$ cat config.mk
export PLATFORM = sky130hd
export DESIGN_NAME = uart_console_ctrl
export DESIGN_NICKNAME = d
export VERILOG_FILES = /design/src/rtl/uart_console_ctrl.sv
export SDC_FILE = /design/constraint.sdc
export NUM_CORES = 1
export LEC_CHECK = 0
export CAP_MARGIN = 20
export CORE_UTILIZATION = 45
export CTS_CLUSTER_SIZE = 14
export DETAILED_ROUTE_END_ITERATION = 12
export GPL_ROUTABILITY_DRIVEN = 1
export PLACE_DENSITY_LB_ADDON = 0.3
export REMOVE_ABC_BUFFERS = 1
export SYNTH_ARGS = -nofsm -noshare
export SYNTH_HDL_FRONTEND = slang
export SYNTH_SLANG_ARGS = --single-unit
$ cat constraint.sdc
create_clock -name clk -period 3.48 [get_ports clk]
set_clock_uncertainty 0.05 [all_clocks]
set_input_delay 0.348 -clock clk [delete_from_list [all_inputs] [get_ports clk]]
set_output_delay 0.348 -clock clk [all_outputs]
set_load 0.05 [all_outputs]
$ cat src/rtl/uart_console_ctrl.sv
`default_nettype none
// +----------------------------------------------------------------------------+
// | uart_console_ctrl: programs an 8250 UART, then drains a byte FIFO into THR |
// | Revision: 1.0                                                              |
// +----------------------------------------------------------------------------+
module uart_console_ctrl #(
    parameter logic [15:0] DIVISOR    = 16'h000C,
    parameter int          FIFO_DEPTH = 4,
    parameter int          POLL_MAX   = 255
) (
    input  logic       clk,
    input  logic       rstn,
    input  logic       tx_valid,
    input  logic [7:0] tx_data,
    output logic       tx_ready,
    output logic       init_done,
    output logic       busy,
    output logic       tx_err,
    output logic       u_rvalid,
    output logic [2:0] u_raddr,
    input  logic [7:0] u_rdata,
    output logic       u_wvalid,
    output logic [2:0] u_waddr,
    output logic [7:0] u_wdata
);
    localparam int          AW         = $clog2(FIFO_DEPTH);
    localparam logic [AW:0] FULL_COUNT = (AW + 1)'(FIFO_DEPTH);
    localparam logic [AW:0] CNT_ONE    = (AW + 1)'(1);
    localparam logic [AW-1:0] PTR_ONE  = AW'(1);
    localparam logic [15:0] POLL_LIMIT = 16'(POLL_MAX);

    localparam logic [2:0] REG_THR = 3'd0;
    localparam logic [2:0] REG_DLL = 3'd0;
    localparam logic [2:0] REG_DLM = 3'd1;
    localparam logic [2:0] REG_IER = 3'd1;
    localparam logic [2:0] REG_FCR = 3'd2;
    localparam logic [2:0] REG_LCR = 3'd3;
    localparam logic [2:0] REG_LSR = 3'd5;

    typedef enum logic [3:0] {
        S_INIT0 = 4'd0,
        S_INIT1 = 4'd1,
        S_INIT2 = 4'd2,
        S_INIT3 = 4'd3,
        S_INIT4 = 4'd4,
        S_INIT5 = 4'd5,
        S_IDLE  = 4'd6,
        S_POLL  = 4'd7,
        S_CHECK = 4'd8,
        S_WRITE = 4'd9
    } state_t;

    state_t          state;
    state_t          state_nxt;
    logic [7:0]      mem [FIFO_DEPTH];
    logic [AW-1:0]   wr_ptr;
    logic [AW-1:0]   rd_ptr;
    logic [AW:0]     count;
    logic [AW:0]     count_nxt;
    logic            push;
    logic            pop;
    logic [15:0]     poll_cnt;
    logic [15:0]     poll_nxt;
    logic            err_set;
    logic            rvalid_nxt;
    logic            wvalid_nxt;
    logic [2:0]      raddr_nxt;
    logic [2:0]      waddr_nxt;
    logic [7:0]      wdata_nxt;

    assign push = tx_valid & tx_ready;
    assign busy = !init_done || (count != '0) || (state != S_IDLE);

    always_comb begin
        count_nxt = count;
        case ({push, pop})
            2'b10:   count_nxt = count + CNT_ONE;
            2'b01:   count_nxt = count - CNT_ONE;
            default: count_nxt = count;
        endcase
    end

    always_ff @(posedge clk) begin
        if (push) begin
            mem[wr_ptr] <= tx_data;
        end
    end

    always_ff @(posedge clk) begin
        if (!rstn) begin
            wr_ptr   <= '0;
            rd_ptr   <= '0;
            count    <= '0;
            tx_ready <= 1'b0;
        end else begin
            if (push) begin
                wr_ptr <= wr_ptr + PTR_ONE;
            end
            if (pop) begin
                rd_ptr <= rd_ptr + PTR_ONE;
            end
            count    <= count_nxt;
            tx_ready <= (count_nxt != FULL_COUNT);
        end
    end

    // Strobes are registered: init writes appear the cycle after their INIT
    // state, while POLL/WRITE strobes are raised on entry so they coincide
    // with the state that owns them.
    always_comb begin
        state_nxt  = state;
        rvalid_nxt = 1'b0;
        raddr_nxt  = u_raddr;
        wvalid_nxt = 1'b0;
        waddr_nxt  = u_waddr;
        wdata_nxt  = u_wdata;
        pop        = 1'b0;
        poll_nxt   = poll_cnt;
        err_set    = 1'b0;
        case (state)
            S_INIT0: begin
                wvalid_nxt = 1'b1;
                waddr_nxt  = REG_LCR;
                wdata_nxt  = 8'h80;
                state_nxt  = S_INIT1;
            end
            S_INIT1: begin
                wvalid_nxt = 1'b1;
                waddr_nxt  = REG_DLL;
                wdata_nxt  = DIVISOR[7:0];
                state_nxt  = S_INIT2;
            end
            S_INIT2: begin
                wvalid_nxt = 1'b1;
                waddr_nxt  = REG_DLM;
                wdata_nxt  = DIVISOR[15:8];
                state_nxt  = S_INIT3;
            end
            S_INIT3: begin
                wvalid_nxt = 1'b1;
                waddr_nxt  = REG_LCR;
                wdata_nxt  = 8'h03;
                state_nxt  = S_INIT4;
            end
            S_INIT4: begin
                wvalid_nxt = 1'b1;
                waddr_nxt  = REG_FCR;
                wdata_nxt  = 8'h07;
                state_nxt  = S_INIT5;
            end
            S_INIT5: begin
                wvalid_nxt = 1'b1;
                waddr_nxt  = REG_IER;
                wdata_nxt  = 8'h00;
                state_nxt  = S_IDLE;
            end
            S_IDLE: begin
                // Service waits for init_done so the last init write has retired.
                if (init_done && (count != '0)) begin
                    rvalid_nxt = 1'b1;
                    raddr_nxt  = REG_LSR;
                    state_nxt  = S_POLL;
                end
            end
            S_POLL: begin
                poll_nxt  = poll_cnt + 16'd1;
                state_nxt = S_CHECK;
            end
            S_CHECK: begin
                if (u_rdata[5]) begin
                    wvalid_nxt = 1'b1;
                    waddr_nxt  = REG_THR;
                    wdata_nxt  = mem[rd_ptr];
                    state_nxt  = S_WRITE;
                end else if (poll_cnt < POLL_LIMIT) begin
                    rvalid_nxt = 1'b1;
                    raddr_nxt  = REG_LSR;
                    state_nxt  = S_POLL;
                end else begin
                    pop       = 1'b1;
                    err_set   = 1'b1;
                    poll_nxt  = 16'd0;
                    state_nxt = S_IDLE;
                end
            end
            S_WRITE: begin
                pop       = 1'b1;
                poll_nxt  = 16'd0;
                state_nxt = S_IDLE;
            end
            default: state_nxt = S_INIT0;
        endcase
    end

    always_ff @(posedge clk) begin
        if (!rstn) begin
            state     <= S_INIT0;
            poll_cnt  <= 16'd0;
            init_done <= 1'b0;
            tx_err    <= 1'b0;
            u_rvalid  <= 1'b0;
            u_raddr   <= 3'd0;
            u_wvalid  <= 1'b0;
            u_waddr   <= 3'd0;
            u_wdata   <= 8'h00;
        end else begin
            state     <= state_nxt;
            poll_cnt  <= poll_nxt;
            init_done <= init_done | (state == S_IDLE);
            tx_err    <= tx_err | err_set;
            u_rvalid  <= rvalid_nxt;
            u_raddr   <= raddr_nxt;
            u_wvalid  <= wvalid_nxt;
            u_waddr   <= waddr_nxt;
            u_wdata   <= wdata_nxt;
        end
    end
endmodule
`default_nettype wire
# After elaboration in Yosys (flattened, before gate mapping)
# Memory sizes are Yosys's and may differ from the RTL's. A register that Yosys moved wholly into a read port is not among the register bits.
# Index checks and enable logic that the tools add are counted.
# classes
addsub	5
n_div	0
mul	0
reduce_logical	18
magnitude_cmp	1
eq_ne	18
bitwise	3
shifts	0
n_mux	30
# op_table
op	count
case mux 16 bit (3 select lines)	1
case mux 8 bit (6 select lines)	1
case mux 4 bit (9 select lines)	1
two-way mux 16 bit	2
adder 16 x 1 -> 16 bit (second input constant)	1
== test 4 x 3 -> 1 bit (second input constant)	4
less-than comparator 16 x 8 -> 1 bit (second input constant)	1
case mux 3 bit (5 select lines)	1
two-way mux 3 bit	4
case mux 3 bit (2 select lines)	2
two-way mux 1 bit	10
inequality test 2 bit (second input constant)	5
== test 4 x 2 -> 1 bit (second input constant)	2
== test 4 bit (second input constant)	2
two-way mux 4 bit	2
two-way mux 8 bit	1
case mux 1 bit (2 select lines)	3
nonzero test 3 bit	2
nonzero test 6 bit	1
OR reduction 2 bit	3
OR reduction 6 bit	1
nonzero test 5 bit	1
adder 2 x 1 -> 2 bit (second input constant)	2
== test 4 x 1 -> 1 bit (second input constant)	1
17 further kinds	21
# word_totals
ram_bits	32
romBits	0
input_bits	19
regBits	46
memories	1
output_inout_bits	20
latchBits	0
# mem_list
name	words	width	read_ports	rd_clocked_by_memory_dff	wr	line	rtl
mem	4	8	1	1	1	55	logic [7:0] mem [FIFO_DEPTH];

# Longest topological paths before layout
# logic_depth
depth_word	7
depth_mapped	12
ltp_nobuf	12

# Worst setup path before layout
# Ideal clock, no wire load.
# synth_timing
path_type	flip-flop to flip-flop
start	reg poll_cnt[0]
end	reg tx_ready
arrival_time_ns	2.309
synth_period_minus_slack_ns	2.473
required_ns	3.315
stages_incl_launch_ff	13
path_slack_ns	1.007
setup_ns	0.115
path_cell_list	dfxtp_1 > ha_1 > nand3_1 > o211a_1 > o21a_1 > inv_1 > ha_1 > inv_1 > fa_1 > xor2_1 > nor2_1 > xnor2_1 > o21a_1
# synth_via
elab_chain_cells	7
elab_cells_between_ends	8
# synth_rtl
element	line	rtl
start: declaration	62	logic [15:0] poll_cnt;
start signal: assignment	208	poll_cnt <= poll_nxt;
less-than comparator 16 x 8 -> 1 bit *	175	end else if (poll_cnt < POLL_LIMIT) begin
two-way mux 1 bit *	175	
two-way mux 1 bit *	170	if (u_rdata[5]) begin
case mux 1 bit (2 select lines) *	120	case (state)
== test 2 x 1 -> 1 bit / == test 2 bit (equally long branches)	76	case ({push, pop})
case mux 3 bit (2 select lines) *	76	
inequality test 3 bit *	103	tx_ready <= (count_nxt != FULL_COUNT);
end signal: assignment	103	
end: declaration	15	output logic tx_ready,
# Every way passes the cells marked *; elsewhere a longest branch is shown, timed or not.
# A chain may end at the register's enable or synchronous reset.

# Worst setup path in the final report
# layout_timing
start	reg state[2]
end	out busy
# layout_via
elab_chain_cells	2
# layout_rtl
element	line	rtl
start: declaration	53	state_t state;
start signal: assignment	207	state <= state_nxt;
inequality test 4 x 3 -> 1 bit	72	assign busy = !init_done || (count != '0) || (state != S_IDLE);
logical OR 1 bit	72	
end: declaration	17	output logic busy,
# No other way between the ends.

==> flow_results.org <==
** Layout
- Number of nets in the finished design :: 372
- Final instance area :: 3999 sq um
- Non-filler instance count after layout :: 450
- The area growth from synthesis to layout is 16.05%.
- Number of antenna cells inserted :: 0
- Cells fill 54.55% of the core in the end.
- Number of fill cells :: 629
- Fraction of layout cells with a size suffix above 1 :: 9.687%

** Timing
- Post-route setup TNS :: 0 ns
- Minimum clock period :: 2.972 ns
- The number of endpoints with negative hold slack in the final report was 0.
- At the pin with the least slew margin, the transition time is 0.8806 ns.
- Part of the cycle the worst path needs :: 85.41%
- Static timing analysis puts the maximum clock frequency at 336.4 MHz.
- RSZ-0062 raised after global routing :: no
- In this run the tightest slew margin relative to its limit is 41.23%.
- The max-slew violation count is 0.
- Setup violators final :: 0

** Pwr
- Static power due to leakage :: 1.383 nW
- Across the VDD grid, the largest voltage drop is 0.2937 mV.
- Switching fraction of total power :: 26.47%
- Summed over all nets, the switching power comes to 493.0 uW.
- Clock power frac :: 39.0%
- In this run the power density over the cells is 465.7 nW/um^2.
- P_int :: 1.369 mW
- Per report_power, the combinational group accounts for 8.2% of the total.
- Reg power frac :: 52.8%

** Min path
- Count of cells along the worst hold path :: 2
- The startpoint identified for the worst hold timing path is u_raddr[0].
- The min-delay analysis places its worst path in the category flip-flop to flip-flop.
- The path with the worst hold slack has its endpoint at u_raddr[0].

** Yosys
- Proportion of synthesized flip-flops having asynchronous set or reset :: 0%
- For this run, the leading register cell type out of synthesis is dfxtp_1.
- Fraction of the yosys area taken by sequential cells :: 54.03%
- A synthesized cell averages 10.73 sq um.
- The top cell type by area accounts for 27.89% of the synthesized area.
- The synthesized netlist occupies a cell area of 3446 sq um.
- By area the synthesized netlist is led by edfxtp_1, dfxtp_1, mux4_2, nor2_1, a21oi_1.
- Number of unique standard cell types used by synthesis :: 55
- By count the netlist is led by dfxtp_1, edfxtp_1, nor2_1, a21oi_1, nand2_1.
- Post-synthesis cell type with the largest combined area :: edfxtp_1
- Warnings, synthesis :: 0
- The synthesized design contains 32 enable-type register cells.
- Synthesis produced a netlist whose cell count is 321.
- Yosys instantiated no cell more often than dfxtp_1.
- Number of synthesized register bits :: 77

** Worst setup path
- Delay of the slowest critical-path stage :: 0.81 ns
- Worst setup EP type :: output port
- Among all stages on the critical path, the largest delay is contributed by dfxtp_1.
- The worst setup path is launched from a flip-flop.
- Setup slack of the most critical reg-to-reg path :: 0.74 ns
- Crit path kind :: flip-flop to output port
- STA puts the critical path data arrival time at 2.57 ns.
- R2R Path End :: tx_ready
- Cell Chain, Critical Path :: nor2b_1 -> nand2_1 -> nor2_1 -> nand3_1 -> clkdlybuf4s50_1
- The worst register-to-register path begins at poll_cnt[0].
- In this run the worst path has a maximum fanout of 23.
- Required time of the critical path :: 3.08 ns
- The number of cells on the worst reg-to-reg path is 11.

** CTS
- Buffer count from post-CTS setup fixing :: 0
- The later pin in the worst-skew pair is clocked with a latency of 0.36 ns.
- For this design, the sink count on the clock tree is 77.
- Number of buffers created by CTS :: 9
- Level count of the clock H-tree :: 3
- The clock passes through at most 2 buffers.
- Number of buffers added to fix hold violations after cts :: 0
- CTS Root Buffer Type :: clkbuf_8
- TritonCTS built the clock tree.
- Post-CTS Resized :: 0
- Clock-pin slew was measured on the worst setup and hold paths at 0.09 ns.

** Route
- In the routed design, unresolved DRC markers number 0.
- Number of antenna-violating nets in the routed design :: 0
- Number of design-rule violations left by the first detailed-router iteration :: 139
- For this block, the via count after detailed routing is 2481.
- Routed wire length :: 6728 microns
- Via-to-Cell Ratio :: 5.513
- Before antenna repair, the detailed router went through 4 iterations.
- Wire length per cell :: 14.95 microns

** Floorplanning
- Initial standard-cell utilization of the core :: 47.00%
- The die covers 8011 sq um.
- Row generation in the floorplan step produced 31 rows.
- From bottom edge to top edge, the die measures 89.51 microns.
- Area of the core :: 7331 sq um
- Die width :: 89.51 microns
- During I/O placement, the number of pins put on the boundary was 39.

** Placed design
- IO buf count :: 29
- The HPWL after detailed placement is 4525 microns.
- Counting tap cells, the placed design contains a total of 434 instances.
- Placed Instance Area :: 3787 sq um
- At the end of routability-driven placement, the weighted congestion stood at 0.7626.

** Global route
- Global routing used 18.23% of the available tracks across all layers.
- Pin count of the biggest net entering global routing :: 26
- The first global-routing pass estimated 10630 microns of wire.
- After global routing the overflow that remains totals 0.
- The number of global-route vias before repair is 2211.
- Number of antenna violations at the first check in global routing :: 0

** Run
- Across the run, the number of max-cap violations was 0.

** Run status
- The flow ran to the end, and the final reports show no timing, DRC or antenna violations.
==> layout make-up <==
type	count	area, sq um	area share [%]
flip-flops and latches	77	1862	46.56
multi-input cells	211	1433	35.83
repair buffers	32	312.8	7.822
clock buffers	9	123.9	3.098
well taps	99	123.9	3.098
clock inverters	7	87.58	2.190
inverters	15	56.30	1.408
==> state kept, by name, indices dropped and copies added, names as in the netlist, 2 cells and up, named ones only <==
name	cells
wr_ptr	2
u_wdata	8
count	3
poll_cnt	16
state	4
u_waddr	2
rd_ptr	2
mem	32
==> how the worst max path moves through the flow <==
stage / from / endpoint / slack, ns / cells past startpoint
2_1_floorplan: state[0] / tx_ready / 0.98 / 11
3_3_place_gp: u_rdata[5] / tx_ready / 0.71 / 12
3_5_place_dp: u_rdata[5] / tx_ready / 0.65 / 11
4_1_cts: state[2] / busy / 0.48 / 5
5_1_grt: state[2] / busy / 0.37 / 5
6_report: state[2] / busy / 0.51 / 5
==> layout by cell type, fill, tap and decap left out, types with 3 or more instances in the layout <==
| cell | n |
|---|---|
| a31oi_1 | 5 |
| mux4_2 | 8 |
| a22oi_1 | 5 |
| nor4_1 | 3 |
| a21oi_1 | 23 |
| dfxtp_1 | 45 |
| a21o_1 | 3 |
| clkdlybuf4s50_1 | 29 |
| and3_1 | 6 |
| nor2_1 | 32 |
| xor2_1 | 5 |
| nand2b_1 | 3 |
| clkbuf_8 | 9 |
| xnor2_1 | 3 |
| nand2_1 | 22 |
| ha_1 | 6 |
| edfxtp_1 | 32 |
| a211oi_1 | 6 |
| nor2b_1 | 7 |
| nand4_1 | 5 |
| o21a_1 | 3 |
| buf_4 | 3 |
| or3_1 | 10 |
| o21ai_0 | 16 |
| inv_1 | 15 |
| nand3_1 | 4 |
==> critical path, delay by kind of cell (launching register included) <==
kind          cells  cell delay (ns)
buf+inv           1             0.71
flops             1             0.81
simple gates      4             0.70
==> layer usage <==
layer,GRT usage [%],up-vias,routed length (microns)
met5,0,-,0
met2,29.70,39,3229
met1,23.57,1206,3195
met3,4.432,10,204
li1,-,1226,-
met4,6.926,0,98
==> metrics by stage <==
stage | setup slack, ns | hold slack, ns | power, mW
floorplan | 0.9793 | 0.3851 | 1.097
global placement | 0.7095 | 0.4015 | 1.153
detailed placement | 0.6526 | 0.4147 | 1.157
CTS | 0.4809 | 0.4268 | 1.878
global route | 0.3684 | 0.4530 | 1.931
finish | 0.5076 | 0.4247 | 1.862
==> kinds of logic (layout without fill, tap and decap cells) <==
family	Yosys count	after routing	synth area share, %
compound gates	78	78	14.49
xor+xnor	8	8	2.033
fa+ha+maj	7	7	2.760
buf+inv	34	63	4.503
flops	77	77	54.03
mux	8	8	5.229
other cells	1	2	0.1088
simple gates	108	108	16.85
==> power by group through the flow <==
| stage | sequential [mW] | clock, mW | combinational, mW |
|---|---|---|---|
| final | 0.984 | 0.726 | 0.152 |
| after global routing | 0.987 | 0.777 | 0.167 |
| after CTS | 0.984 | 0.741 | 0.153 |
| after detailed placement | 1.00 | 0 | 0.152 |
| after global placement | 1.00 | 0 | 0.149 |
| after floorplan | 1.03 | 0 | 0.0626 |
(Power assumes the default switching activity.)
